### src/rtl/beam_peak_search.sv
// Steering-angle sweep that accumulates combiner power per angle
// and reports the angle with the largest accumulated power.
module beam_peak_search #(
  parameter int PWR_WIDTH  = 54,
  parameter int NUM_ANGLES = 181,
  parameter int ANGLE_W    = 8,
  parameter int SNAP_LOG2  = 4,
  parameter int SETTLE     = 2,
  parameter int ACC_W      = PWR_WIDTH + SNAP_LOG2
) (
  input  logic                 clk,
  input  logic                 rst,
  input  logic                 start,
  output logic                 busy,
  output logic [ANGLE_W-1:0]   angle_idx,
  input  logic [PWR_WIDTH-1:0] pwr_in,
  input  logic                 pwr_valid,
  output logic                 pwr_ready,
  output logic [ANGLE_W-1:0]   best_idx,
  output logic [ACC_W-1:0]     best_pwr,
  output logic                 done
);

  localparam int SC_W = (SETTLE > 1) ? $clog2(SETTLE) : 1;
  localparam int SN_W = SNAP_LOG2 + 1;

  localparam logic [SC_W-1:0]    SETTLE_LAST = SC_W'(SETTLE - 1);
  localparam logic [SN_W-1:0]    SNAP_LAST   = SN_W'((1 << SNAP_LOG2) - 1);
  localparam logic [ANGLE_W-1:0] ANGLE_LAST  = ANGLE_W'(NUM_ANGLES - 1);

  typedef enum logic [2:0] {
    S_IDLE,
    S_SETTLE,
    S_ACCUM,
    S_COMPARE,
    S_DONE
  } state_t;

  state_t             r_state;
  logic [SC_W-1:0]    r_settle;
  logic [SN_W-1:0]    r_snap;
  logic [ACC_W-1:0]   r_acc;
  logic [ANGLE_W-1:0] r_angle;
  logic [ANGLE_W-1:0] r_best_idx;
  logic [ACC_W-1:0]   r_best_pwr;
  logic               r_busy;
  logic               r_ready;
  logic               r_done;

  logic [ACC_W-1:0]   w_pwr_ext;
  logic               w_take_best;

  assign w_pwr_ext   = ACC_W'(pwr_in);
  // First angle always seeds the result; later angles need strictly more
  assign w_take_best = (r_angle == '0) || (r_acc > r_best_pwr);

  always_ff @(posedge clk) begin
    if (rst) begin
      r_state    <= S_IDLE;
      r_settle   <= '0;
      r_snap     <= '0;
      r_acc      <= '0;
      r_angle    <= '0;
      r_best_idx <= '0;
      r_best_pwr <= '0;
      r_busy     <= 1'b0;
      r_ready    <= 1'b0;
      r_done     <= 1'b0;
    end else begin
      r_done <= 1'b0;
      case (r_state)
        S_IDLE: begin
          if (start) begin
            r_state  <= S_SETTLE;
            r_busy   <= 1'b1;
            r_angle  <= '0;
            r_acc    <= '0;
            r_settle <= '0;
            r_snap   <= '0;
          end
        end
        S_SETTLE: begin
          if (r_settle == SETTLE_LAST) begin
            r_state  <= S_ACCUM;
            r_ready  <= 1'b1;
            r_settle <= '0;
          end else begin
            r_settle <= r_settle + SC_W'(1);
          end
        end
        S_ACCUM: begin
          if (pwr_valid) begin
            r_acc <= r_acc + w_pwr_ext;
            if (r_snap == SNAP_LAST) begin
              r_state <= S_COMPARE;
              r_ready <= 1'b0;
              r_snap  <= '0;
            end else begin
              r_snap <= r_snap + SN_W'(1);
            end
          end
        end
        S_COMPARE: begin
          if (w_take_best) begin
            r_best_pwr <= r_acc;
            r_best_idx <= r_angle;
          end
          if (r_angle == ANGLE_LAST) begin
            r_state <= S_DONE;
            r_busy  <= 1'b0;
            r_done  <= 1'b1;
          end else begin
            r_state <= S_SETTLE;
            r_angle <= r_angle + ANGLE_W'(1);
            r_acc   <= '0;
          end
        end
        S_DONE: begin
          r_state <= S_IDLE;
        end
        default: begin
          r_state <= S_IDLE;
          r_busy  <= 1'b0;
          r_ready <= 1'b0;
        end
      endcase
    end
  end

  assign busy      = r_busy;
  assign angle_idx = r_angle;
  assign pwr_ready = r_ready;
  assign best_idx  = r_best_idx;
  assign best_pwr  = r_best_pwr;
  assign done      = r_done;

endmodule
### config.mk
export PLATFORM = sky130hd
export DESIGN_NAME = beam_peak_search
export DESIGN_NICKNAME = d
export VERILOG_FILES = /design/src/rtl/beam_peak_search.sv
export SDC_FILE = /design/constraint.sdc
export NUM_CORES = 1
export LEC_CHECK = 0
export CORE_MARGIN = 3
export CORE_UTILIZATION = 45
export DETAILED_ROUTE_END_ITERATION = 12
export HOLD_SLACK_MARGIN = 0.08
export PLACE_DENSITY = 0.66
export SYNTH_ARGS = -nofsm -noshare
export SYNTH_HDL_FRONTEND = slang
export SYNTH_SLANG_ARGS = --single-unit
### constraint.sdc
create_clock -name clk -period 4.5 [get_ports clk]
set_input_delay 0.9 -clock clk [delete_from_list [all_inputs] [get_ports clk]]
set_output_delay 0.9 -clock clk [all_outputs]
set_load 0.005 [all_outputs]
==> key figures <==
Run status
  – Status: finished clean

Global route
  – Remaining global-route overflow: 0
  – Total track usage: 0.2262
  – Grt met1 use: 0.3067
  – Largest net degree at the start of global routing: 58
  – Met3 Use GR: 0.03822
  – First-pass GRT wire length: 44,040 um
  – Antenna violations before repair: 0
  – M2 GR Usage: 0.3695
  – Vias in the first global route: 8,694
  – Busiest layer in global routing: met2

Synthesis
  – Cells after synthesis: 1,204
  – Yosys top cell area share: 0.2963
  – Seq/Total Area, Yosys: 0.2963
  – Syn Area/Cell: 8.081 um2
  – Yosys Warn Count: 0
  – Synth Flop Type: dfxtp_1
  – Syn nets: 1,378
  – Netlist Area Pre-Place: between 9000 and 10,000 um2
  – Seq cells post-synth: 144
  – Ys async rst share: 0
  – Count of cell types in the netlist: 64
  – Post-synth EDFFs: 0
  – Largest cells by area after synthesis: dfxtp_1 30%, ha_1 15%, mux2i_1 6.4%
  – Leading area contributor after synthesis: dfxtp_1

Clock network
  – Clock transition at the registers of the reported paths: 0.06 ns
  – Clock Path Buffers: 2
  – CTS buffer count: 17
  – Clk root buf: clkbuf_16
  – Post-CTS setup buffers: 0
  – Post-CTS Resized: 0
  – CTS tree: built
  – Clock Sinks: 144
  – Skew-Pair Late Insertion Delay: 0.43 ns
  – Cts hold-fix bufs: 0
  – Htree depth: 4

Die
  – Core area: between 20,000 and 25,000 um2
  – I/O pin count: 135
  – Initial Util: 0.4599
  – Die area: 23,420 um2
  – Die Wd: around 150 um
  – Die height: approximately 150 um
  – Rows: 53

Setup path
  – Crit-path cells: clkdlybuf4s50_1 -> ha_1 -> inv_1 -> fa_1 -> nor2b_1 -> o31ai_2 -> a2111oi_4 -> a31oi_4 -> a211oi_4 -> a21oi_2 -> o31ai_4 -> a21oi_1 -> o21ai_1 -> xor2_1 -> a22o_1
  – FF-to-FF Start: best_pwr[3]$_SDFFE_PP0P_
  – Crit path DAT: between 4 and 5 ns
  – Crit path kind: input port to flop
  – Crit. End Element: flop
  – Max FO, Critical Path: 4
  – Worst path slowest cell: clkdlybuf4s50_1
  – Element type at the critical path start: input port
  – Worst path required time: 4.82 ns
  – Max stage delay on crit path: 0.47 ns
  – Crit path from: pwr_in[0]

Layout
  – Area Overhead vs Synth: 22.92%
  – Nets: 1,500
  – Final cell count without fillers: 1,614
  – Share of cells above drive strength 1: 0.04556
  – Antenna cells: 0

Power and ir drop
  – Clock Power Share: 0.338
  – Sw power: 1.610 mW
  – Seq pwr share: 0.327
  – Max IR drop VDD: 0.2416 mV
  – PD cells: 363.9 nW/um2
  – Internal power: approximately 2.7 mW
  – Comb pwr share: 0.335
  – Leakage: between 4 and 5 nW
  – Switch share: 0.3699

Detailed routing
  – Final wirelength: 26,410 um
  – Vias after detailed routing: approximately 9,000
  – DRC violations left: 0
  – Vias/cell: 5.552
  – ANT nets after route: 0
  – Wirelength per Cell: 16.36 um
  – First drt pass iteration count: 5
  – Iteration-0 DRC count of the detailed router: between 400 and 500

STA
  – RSZ-0062 raised after global routing: false
  – Upper clock frequency limit: 0.2578 GHz
  – Final setup fails: 0
  – Final hold vios: 0
  – Setup Skew: about 0.008 ns
  – Min cycle time layout: 3.878 ns
  – Final setup TNS: 0 ns
  – Headroom to the max-slew limit: 0.4672
  – Final count of pins violating max slew: 0
  – Worst Tran Pin Value: slightly below 0.8 ns
  – Period utilization: 0.8618

Place
  – Post-DP HPWL: 19,640 um
  – Placer Congestion: 0.9074
  – Port bufs: 134
  – Placed Instances: 1,582

Min path
  – Worst Min Path Start: r_snap[4]$_SDFFE_PP0P_
  – Hold WC Path Type: flop to flop

Run
  – # Max-Cap Violations: 0
## routing by layer
| layer | vias to the layer above | share of wire |
|---|---|---|
| met5 | - | 0 |
| met4 | 0 | 0.019 |
| met3 | 31 | 0.040 |
| met2 | 219 | 0.46 |
| met1 | 4163 | 0.48 |
| li1 | 4548 | - |
## cell usage in the layout (no fill, tap or decap), types with 5 or more instances in the layout
| cell type | Yosys | layout |
|---|---|---|
| nor2_1 | 145 | 145 |
| o21ai_0 | 44 | 44 |
| or3_1 | 11 | 11 |
| inv_6 | 0 | 5 |
| a21oi_1 | 110 | 109 |
| a22o_1 | 8 | 8 |
| clkdlybuf4s50_1 | 0 | 133 |
| xor2_1 | 22 | 22 |
| a22oi_1 | 17 | 17 |
| and3_1 | 5 | 5 |
| a21o_1 | 51 | 51 |
| clkbuf_16 | 0 | 17 |
| a211oi_1 | 6 | 6 |
| ha_1 | 115 | 115 |
| nand2_1 | 99 | 99 |
| nand3_1 | 36 | 36 |
| o21a_1 | 6 | 6 |
| nor4_1 | 6 | 6 |
| nand4_1 | 30 | 30 |
| and2_1 | 5 | 5 |
| inv_1 | 75 | 75 |
| buf_4 | 0 | 13 |
| nor3_1 | 19 | 19 |
| mux2i_1 | 62 | 62 |
| nor2b_1 | 15 | 15 |
| nand2b_1 | 8 | 8 |
| o21ai_1 | 19 | 19 |
| a31oi_1 | 10 | 10 |
| xnor2_1 | 29 | 29 |
| o21bai_1 | 9 | 9 |
| dfxtp_1 | 144 | 144 |
## flip-flops by register name (all words and copies together) (netlist names)
name	flops
r_settle	1
angle_idx	8
r_state	3
best_pwr	58
done	1
r_snap	5
busy	1
best_idx	8
r_acc	58
pwr_ready	1
## path summary, 6_finish.rpt
| check | endpoint | slack (ns) | cells after the start |
|---|---|---|---|
| max | r_acc[46]$_SDFFE_PP0P_ | 0.62 | 15 |
| min | r_snap[4]$_SDFFE_PP0P_ | 0.48 | 1 |
| max reg2reg | best_pwr[13]$_SDFFE_PP0P_ | 0.98 | 15 |
| min reg2reg | r_snap[4]$_SDFFE_PP0P_ | 0.48 | 1 |
## cell usage after synthesis (all sizes together) (3+ instances only)
master	number
dfxtp	144
a22o	8
and2	5
nand4	30
o31ai	5
nor2	146
nand2	99
nor2b	15
a22oi	17
xnor2	29
o21a	6
or3	11
inv	76
a31oi	11
nor3	19
nor3b	5
ha	115
clkbuf	36
or4	4
mux2i	62
nand3	36
o211ai	4
and3	5
o21ai	64
nand2b	8
a21o	51
buf	8
nand3b	3
xor2	22
o21bai	9
nor4	6
a211oi	8
a21oi	111
## logic make-up after synthesis
logic type               Yosys count  share of synthesized area
AO/OA/AOI/OAI                    314                     0.2085
flip-flops                       144                     0.2963
adder cells (fa/ha/maj)          116                     0.1499
multiplexers                      62                    0.06379
AND/OR/NAND/NOR                  397                     0.1883
XOR/XNOR                          51                    0.04591
buffers and inverters            120                    0.04732
## power by group through the flow
| stage | Combinational (mW) | Sequential, mW | Clock (mW) |
|---|---|---|---|
| 2_1_floorplan | 0.985 | 1.41 | 0 |
| 3_3_place_gp | 1.45 | 1.45 | 0 |
| 3_5_place_dp | 1.45 | 1.45 | 0 |
| 4_1_cts | 1.46 | 1.42 | 1.50 |
| 5_1_grt | 1.62 | 1.44 | 1.56 |
| 6_report | 1.46 | 1.42 | 1.47 |
## worst max-delay path: cells and delay by family
family	cells	cell delay (ns)
AOI/OAI and AO/OA	9	1.92
adders and majority gates	2	0.56
buffers and inverters	2	0.52
and+or+nand+nor	1	0.21
xor gates and xnor gates	1	0.08
## cell type report
type	count	area, um2
multi-input cells	940	6397
clock buffers	17	425.4
fillers	1999	9195
flip-flops and latches	144	2883
clock inverters	15	175.2
well taps	275	344.1
repair buffers	147	1449
inverters	76	285.3
## through the flow
step	power, mW	hold slack, ns	worst slack, ns	utilization	cell area [um2]
after detailed placement	2.900	0.4658	0.1995	0.5369	11360
after floorplan	2.399	0.4487	0.9414	-	9729
final	4.352	0.4758	0.6217	0.5653	11960
after CTS	4.384	0.4766	0.6418	0.5653	11960
after global routing	4.607	0.4955	0.4805	0.5653	11960
after global placement	2.897	0.4631	0.2669	0.5369	11360
Power figures use the tool's default switching activity.
